<file path="src/rtl/cmp_pkg.sv">
// Shared types for the sequential magnitude comparator: FSM states,
// the one-hot result encoding and the cascade priority resolver.
package cmp_pkg;

  typedef enum logic {
    IDLE = 1'b0,
    RUN  = 1'b1
  } state_t;

  typedef struct packed {
    logic lt;
    logic gt;
    logic eq;
  } res_t;

  localparam res_t RES_NONE = '{lt: 1'b0, gt: 1'b0, eq: 1'b0};
  localparam res_t RES_LT   = '{lt: 1'b1, gt: 1'b0, eq: 1'b0};
  localparam res_t RES_GT   = '{lt: 1'b0, gt: 1'b1, eq: 1'b0};
  localparam res_t RES_EQ   = '{lt: 1'b0, gt: 1'b0, eq: 1'b1};

  // Equality from the lower stage dominates, then less-than, then greater-than.
  function automatic res_t resolve_cascade(input logic ceq, input logic clt, input logic cgt);
    res_t r;
    if (ceq)
      r = RES_EQ;
    else if (clt)
      r = RES_LT;
    else if (cgt)
      r = RES_GT;
    else
      r = RES_NONE;
    return r;
  endfunction

endpackage

</file>
<file path="src/rtl/chunk_cmp.sv">
// Combinational unsigned compare of one CHUNK-bit slice.
module chunk_cmp #(
  parameter int CHUNK = 4
) (
  input  logic [CHUNK-1:0] a,
  input  logic [CHUNK-1:0] b,
  output logic             c_lt,
  output logic             c_gt,
  output logic             c_eq
);

  assign c_lt = (a < b);
  assign c_gt = (a > b);
  assign c_eq = (a == b);

endmodule

</file>
<file path="src/rtl/seq_mag_comparator.sv">
// Multi-cycle wide magnitude comparator: scans captured operands CHUNK bits
// per cycle from the MSB, stopping at the first differing chunk.
module seq_mag_comparator
  import cmp_pkg::*;
#(
  parameter int WIDTH = 32,
  parameter int CHUNK = 4
) (
  input  logic             clk,
  input  logic             rst_n,
  input  logic             start,
  input  logic [WIDTH-1:0] a,
  input  logic [WIDTH-1:0] b,
  input  logic             signed_mode,
  input  logic             cas_lt,
  input  logic             cas_gt,
  input  logic             cas_eq,
  output logic             busy,
  output logic             done,
  output logic             lt,
  output logic             gt,
  output logic             eq
);

  localparam int NCHUNK = WIDTH / CHUNK;
  localparam int IDXW   = (NCHUNK > 1) ? $clog2(NCHUNK) : 1;

  state_t           state_reg, state_next;
  logic [WIDTH-1:0] a_reg, b_reg;
  logic [WIDTH-1:0] flip;
  logic [IDXW-1:0]  idx_reg;
  logic             cas_lt_reg, cas_gt_reg, cas_eq_reg;
  res_t             res_reg, res_next;
  logic             done_reg, done_next;

  logic [CHUNK-1:0] a_chunk [NCHUNK];
  logic [CHUNK-1:0] b_chunk [NCHUNK];
  logic [CHUNK-1:0] a_sel, b_sel;
  logic             c_lt, c_gt, c_eq;
  logic             accept, last;

  assign accept = (state_reg == IDLE) && start;
  assign last   = (idx_reg == '0);

  generate
    for (genvar gi = 0; gi < NCHUNK; gi++) begin : g_chunk
      assign a_chunk[gi] = a_reg[gi*CHUNK +: CHUNK];
      assign b_chunk[gi] = b_reg[gi*CHUNK +: CHUNK];
    end
  endgenerate

  assign a_sel = a_chunk[idx_reg];
  assign b_sel = b_chunk[idx_reg];

  chunk_cmp #(.CHUNK(CHUNK)) u_chunk_cmp (
    .a    (a_sel),
    .b    (b_sel),
    .c_lt (c_lt),
    .c_gt (c_gt),
    .c_eq (c_eq)
  );

  // Flipping the sign bit maps two's complement onto offset binary,
  // so the scan itself is always unsigned.
  always_comb begin
    flip            = '0;
    flip[WIDTH-1]   = signed_mode;
  end

  always_ff @(posedge clk or negedge rst_n) begin
    if (!rst_n)
      state_reg <= IDLE;
    else
      state_reg <= state_next;
  end

  always_comb begin
    state_next = state_reg;
    case (state_reg)
      IDLE:    if (start) state_next = RUN;
      RUN:     if (!c_eq || last) state_next = IDLE;
      default: state_next = IDLE;
    endcase
  end

  always_comb begin
    res_next  = res_reg;
    done_next = 1'b0;
    if (state_reg == RUN) begin
      if (c_gt) begin
        res_next  = RES_GT;
        done_next = 1'b1;
      end else if (c_lt) begin
        res_next  = RES_LT;
        done_next = 1'b1;
      end else if (last) begin
        res_next  = resolve_cascade(cas_eq_reg, cas_lt_reg, cas_gt_reg);
        done_next = 1'b1;
      end
    end
  end

  always_ff @(posedge clk or negedge rst_n) begin
    if (!rst_n) begin
      a_reg      <= '0;
      b_reg      <= '0;
      idx_reg    <= '0;
      cas_lt_reg <= 1'b0;
      cas_gt_reg <= 1'b0;
      cas_eq_reg <= 1'b0;
      res_reg    <= RES_NONE;
      done_reg   <= 1'b0;
    end else begin
      res_reg  <= res_next;
      done_reg <= done_next;
      if (accept) begin
        a_reg      <= a ^ flip;
        b_reg      <= b ^ flip;
        idx_reg    <= IDXW'(NCHUNK - 1);
        cas_lt_reg <= cas_lt;
        cas_gt_reg <= cas_gt;
        cas_eq_reg <= cas_eq;
      end else if ((state_reg == RUN) && c_eq && !last) begin
        idx_reg <= idx_reg - 1'b1;
      end
    end
  end

  assign busy = (state_reg == RUN);
  assign done = done_reg;
  assign lt   = res_reg.lt;
  assign gt   = res_reg.gt;
  assign eq   = res_reg.eq;

endmodule
</file>
<file path="config.mk">
export PLATFORM = sky130hd
export DESIGN_NAME = seq_mag_comparator
export DESIGN_NICKNAME = d
export VERILOG_FILES = /design/src/rtl/cmp_pkg.sv /design/src/rtl/chunk_cmp.sv /design/src/rtl/seq_mag_comparator.sv
export SDC_FILE = /design/constraint.sdc
export NUM_CORES = 1
export LEC_CHECK = 0
export ABC_AREA = 1
export ABC_CLOCK_PERIOD_IN_PS = 2290
export CORE_ASPECT_RATIO = 0.6
export CORE_MARGIN = 5
export CORE_UTILIZATION = 45
export CTS_CLUSTER_DIAMETER = 100
export DETAILED_ROUTE_END_ITERATION = 8
export PLACE_DENSITY = 0.79
export SYNTH_ARGS = -nofsm -noshare
export SYNTH_HDL_FRONTEND = slang
export SYNTH_SLANG_ARGS = --single-unit
</file>
<file path="constraint.sdc">
create_clock -name clk -period 2.29 [get_ports clk]
set_clock_uncertainty 0.2 [all_clocks]
set_input_delay 0.458 -clock clk [delete_from_list [all_inputs] [get_ports clk]]
set_output_delay 0.458 -clock clk [all_outputs]
set_load 0.01 [all_outputs]
</file>
==> flow_summary.json, run 1 <==
{
  "dieArea_um2": 9780,
  "crit_type": "register to register",
  "fill_cells": 676,
  "cts_buffers": 9,
  "slew_headroom_pct": 65.0,
  "drtPass1Iterations": 4,
  "synth_top_cell_by_area": "dfrtp_1",
  "grt_pass1_vias": 3154,
  "crit_fanout": 5,
  "synthToLayoutAreaGrowth_pct": 38.6,
  "wl_per_cell_um": 14.4,
  "yosysTopAreaCellShare_pct": 53.1,
  "finalSetupTns_ns": -0.285,
  "clk_pin_slew_ns": 0.05,
  "fin_cells": 655,
  "hold_class": "register to register",
  "cts_sinks": 75,
  "synthTopCellsByArea": "dfrtp_1 53%, nand2_1 24%, nor2_1 3.9%",
  "grt_max_degree": 40,
  "row_count": 25,
  "ir_drop_mv": 0.642,
  "yosysWarningCount": 0,
  "io_pins": 76,
  "drive_above_1_share_pct": 11.3,
  "initial_core_util_pct": 45.5,
  "htree_levels": 3,
  "place_inst": 635,
  "clock_latency_ns": 0.34,
  "violations": "setup timing",
  "ys_ff_latch": 75,
  "cp.required_ns": 2.32,
  "wl_met3_um": 769,
  "diodes": 0,
  "layout_setup_ws_ns": -0.0840,
  "setup_violations": 6,
  "maxCapViolCount": 0,
  "grt_pass1_wl_um": 16200,
  "grt-ovfl-total": 0,
  "portBuffers": 75,
  "start_kind": "register",
  "worstPathArrival_ns": 2.40,
  "max_freq_ghz": 0.421,
  "clockBufferDepth": 2,
  "synth.top_cells.by_count": "224 x nand2_1, 75 x dfrtp_1, 37 x nor2_1, 25 x o21ai_0, 20 x o21ai_1",
  "vias": 3213,
  "synth_cell_type_count": 21,
  "drv_slew": 0,
  "p_leak_nw": 2.42,
  "cts_tree": "built",
  "avgSynthCellArea_um2": 7.78,
  "endpoint_kind": "register",
  "vias_per_cell": 4.91,
  "drtAntennaViolNets": 0,
  "pre_cts_ws_ns": -0.122,
  "fin_crit_ns": 2.37,
  "hold_viol_final": 0,
  "status": "finished with violations",
  "gp_congestion": 0.862,
  "grt.total_usage_pct": 21.1,
  "grt_setup_unrepaired": "yes",
  "hpwlAfterDp_um": 6850,
  "die_h_um": 78.6,
  "synthCells": 454,
  "drt_iter0_markers": 238,
  "die_x_um": 124,
  "coreArea_um2": 7760,
  "m1WireLength_um": 4690,
  "cts_root_buf": "clkbuf_16",
  "synth-main-ff-cell": "dfrtp_1",
  "yosysMostFrequentCell": "nand2_1",
  "grt_antenna_before_repair": 0,
  "synthArstFlopShare_pct": 100,
  "totalWireLength_um": 9420,
  "yosysSeqAreaShare_pct": 53.1,
  "post-route-period-util_pct": 104,
  "synth_edf_count": 0,
  "netlist_area_um2": 3530,
  "maxUsedRoutingLayer": "met4",
  "drc": 0,
  "tightest_slew_ns": 0.525,
  "layout.nets": 619,
  "p_per_area_nw_per_um2": 1470,
  "met2_length_um": 3850,
  "syn-num-nets": 531
}
metrics by stage:
stage	total power (W)	util [%]	cell area, um^2	hold slack, ns
final	0.00722	63.1	4900	0.279
after CTS	0.00698	62.5	4850	0.278
after floorplan	0.00421	-	3530	-0.0376
after global routing	0.00787	63.1	4900	0.297
after detailed placement	0.00527	57.6	4470	0.264
after global placement	0.00520	57.6	4470	0.257
worst paths after layout:
kind	startpoint	cells after the start	slack [ns]	to
setup / recovery	idx_reg[0]	14	-0.08	lt
max in group asynchronous	rst_n	3	0.85	idx_reg[0]
setup reg to reg	idx_reg[0]	14	-0.08	lt
min in group asynchronous	rst_n	2	0.44	a_reg[30]
hold reg to reg	b_reg[26]	2	0.28	b_reg[26]
hold / removal	b_reg[26]	2	0.28	b_reg[26]
metal layers:
metal | track usage [%] | vias to the layer above
li1 | - | 1617
met4 | 5.36 | 0
met5 | 0 | -
met1 | 30.9 | 1476
met2 | 28.8 | 110
met3 | 8.57 | 10
placed cells by master, fill, tap and decap left out, types with 3 or more instances in the layout:
cell type,instances
nand2_1,216
dfrtp_1,74
clkdlybuf4s50_1,74
nor2_1,35
o21ai_1,22
o21ai_0,21
buf_4,18
o22ai_1,12
inv_1,9
nand2_2,9
clkbuf_16,9
ha_1,6
buf_6,6
o211ai_1,4
inv_2,3
nand3_1,3
clkbuf_1,3
clkbuf_8,3
critical path, cell delays in order (launching register included):
cell      delay, ns
dfrtp_2        0.46
inv_4          0.09
buf_6          0.12
nor2_2         0.03
o211ai_1       0.28
o21ai_1        0.12
ha_1           0.34
nand2_1        0.08
nand2_1        0.06
nand2_2        0.08
nand2_2        0.07
nand3_2        0.09
nand2_2        0.09
nand2_1        0.09
nand2_1        0.06
report_power, final:
group	internal (W)	total [W]	switching [W]
clock network	0.000934	0.00144	0.000510
logic	0.00150	0.00339	0.00190
registers	0.00194	0.00238	0.000442
cell type report:
class	count	area [um^2]	area share, %
flip-flops and latches	75	1880	38.3
multi-input cells	342	1530	31.3
inverters	13	51.3	1.05
repair buffers	101	993	20.3
well taps	108	135	2.76
clock buffers	15	278	5.67
clock inverters	1	30.0	0.613
what timing repair did:
action,in CTS,in global routing
endpoints found under the setup margin,7,7
pin swaps,2,11
resized for setup,11,20
hold buffers,1,0
setup buffers,2,1
endpoints found under the hold margin,38,0
cell families after synthesis:
group,after synthesis,share of synthesized area (%)
AOI/OAI and AO/OA,63,9.63
xor gates and xnor gates,3,0.744
adders and majority gates,6,2.12
buffers and inverters,37,5.21
DFF,75,53.1
and+or+nand+nor,270,29.2
No activity file was read; power rests on OpenSTA's default activity.
==> run 2: changes to the inputs <==
- GPL_ROUTABILITY_DRIVEN: default -> 0
==> run 2 against run 1 <==
Flip-flop and latch count unchanged. Final area grew 2.1%. Routed wire length rose by 5.2%. Fmax down 2.4%. The flow still finishes with violations (setup timing). Cell count is 0.31% higher. Global-route usage fell by 0.30 points. Critical path type unchanged. First-iteration DRC count rose by 9.2%. Sequential share of layout area shrank 0.79 points.
==> flow_summary.json, run 2 (same netlist as run 1, synthesis figures left out) <==
{
  "status": "finished with violations",
  "violations": "setup timing",
  "start_kind": "register",
  "htree_levels": 3,
  "dieArea_um2": 9780,
  "layout_common_cells": "216 x nand2_1, 74 x dfrtp_1, 74 x clkdlybuf4s50_1",
  "clock_latency_ns": 0.34,
  "worstPathArrival_ns": 2.49,
  "vias": 3345,
  "setup_violations": 8,
  "initial_core_util_pct": 45.5,
  "cts_tree": "built",
  "drtPass1Iterations": 5,
  "coreArea_um2": 7760,
  "tightest_slew_ns": 0.512,
  "layout_setup_ws_ns": -0.143,
  "cp.required_ns": 2.34,
  "drc": 0,
  "grt_antenna_before_repair": 0,
  "fin_cells": 657,
  "cts_buffers": 9,
  "io_pins": 76,
  "hpwlAfterDp_um": 6970,
  "layout_commonest_cell": "nand2_1",
  "ir_drop_mv": 0.632,
  "cts_sinks": 75,
  "place_inst": 634,
  "path_cells": "inv_2 > buf_8 > buf_4 > nor2_1 > o211ai_1 > o21ai_1 > ha_4 > nand2_2 > nor2_4 > nand3_1 > nand2_2 > o21ai_1 > o21ai_0",
  "grt-ovfl-total": 0,
  "post-route-period-util_pct": 106,
  "layout.nets": 622,
  "hold_slack_ns": 0.280,
  "grt_max_degree": 40,
  "endpoint_kind": "register",
  "totalWireLength_um": 9900,
  "slew_headroom_pct": 65.9,
  "grt_setup_unrepaired": "yes",
  "p_per_area_nw_per_um2": 1530,
  "p_leak_nw": 2.45,
  "power_w": 0.00767,
  "diodes": 0,
  "critPathSlowestCell": "dfrtp_2",
  "clk_pin_slew_ns": 0.06,
  "drtAntennaViolNets": 0,
  "clockBufferDepth": 2,
  "grt_pass1_vias": 3290,
  "max_freq_ghz": 0.411,
  "die_h_um": 78.6,
  "hold_viol_final": 0,
  "drive_above_1_share_pct": 13.5,
  "wl_per_cell_um": 15.1,
  "grt.total_usage_pct": 20.8,
  "grt.met2_usage_pct": 30.1,
  "row_count": 25,
  "crit_fanout": 7,
  "synthToLayoutAreaGrowth_pct": 41.5,
  "cts_root_buf": "clkbuf_16",
  "busiest_layer": "met2",
  "met3_usage_pct": 7.34,
  "crit_type": "register to register",
  "slowest_delay_ns": 0.44,
  "drv_slew": 0,
  "portBuffers": 75,
  "vias_per_cell": 5.09,
  "finish.utilization_pct": 64.5,
  "finalSetupTns_ns": -0.789,
  "maxCapViolCount": 0,
  "fin_crit_ns": 2.43,
  "grt_pass1_wl_um": 16000,
  "drt_iter0_markers": 260,
  "die_x_um": 124,
  "use_met1_pct": 28.9,
  "hold_class": "register to register"
}
## run 2: per-stage QoR
step                      cell area (um^2)  worst slack [ns]
after floorplan                       3530             0.125
after global placement                4460           -0.0488
after detailed placement              4460            -0.184
after CTS                             4950           -0.0391
after global routing                  5000            -0.226
final                                 5000            -0.143
## run 2: final cells by class
| cell class | count | area [um^2] |
|---|---|---|
| Clock inverter | 4 | 75.1 |
| Fill cell | 668 | 2760 |
| Timing Repair Buffer | 104 | 1020 |
| Clock buffer | 11 | 243 |
| Inverter | 13 | 48.8 |
| Sequential cell | 75 | 1880 |
| Multi-Input combinational cell | 342 | 1600 |
| Tap cell | 108 | 135 |
## run 2: worst max-delay path: cells and delay by family, from the launching register on
kind            cells  cell delay, ns
compound gates      4            0.48
simple gates        5            0.56
fa+ha+maj           1            0.30
buf+inv             3            0.34
flops               1            0.44
## run 2: routing by layer
| metal | vias up | routed length, um |
|---|---|---|
| met5 | - | 0 |
| met4 | 0 | 177 |
| met3 | 16 | 821 |
| met2 | 147 | 4270 |
| met1 | 1567 | 4630 |
| li1 | 1615 | - |
## run 2: power breakdown
group          internal, W  switching, W
Sequential         0.00194      0.000467
Clock             0.000977      0.000531
Combinational      0.00165       0.00211
Total              0.00457       0.00311
## run 2: worst paths after layout
path,start,to,slack [ns],cells past startpoint
max,idx_reg[0],idx_reg[0],-0.14,13
min,b_reg[25],b_reg[25],0.28,2
max reg2reg,idx_reg[0],idx_reg[0],-0.14,13
min reg2reg,b_reg[25],b_reg[25],0.28,2
max in group asynchronous,rst_n,idx_reg[0],0.87,3
min in group asynchronous,rst_n,a_reg[22],0.44,2
## run 2: what timing repair did
item                                   4_1_cts  5_1_grt
pin swaps                                   12        8
buffers inserted                             9        0
setup endpoints to repair                    8        8
gates resized for setup                     21       19
endpoints found under the hold margin       38        0
hold buffers                                 1        0
==> run 3: changes to the inputs <==
- CTS_CLUSTER_DIAMETER: 100 -> default
- TNS_END_PERCENT: default -> 100
==> results of run 3 <==
Same layout as run 2: the final DEF is identical, and so are final timing and power.
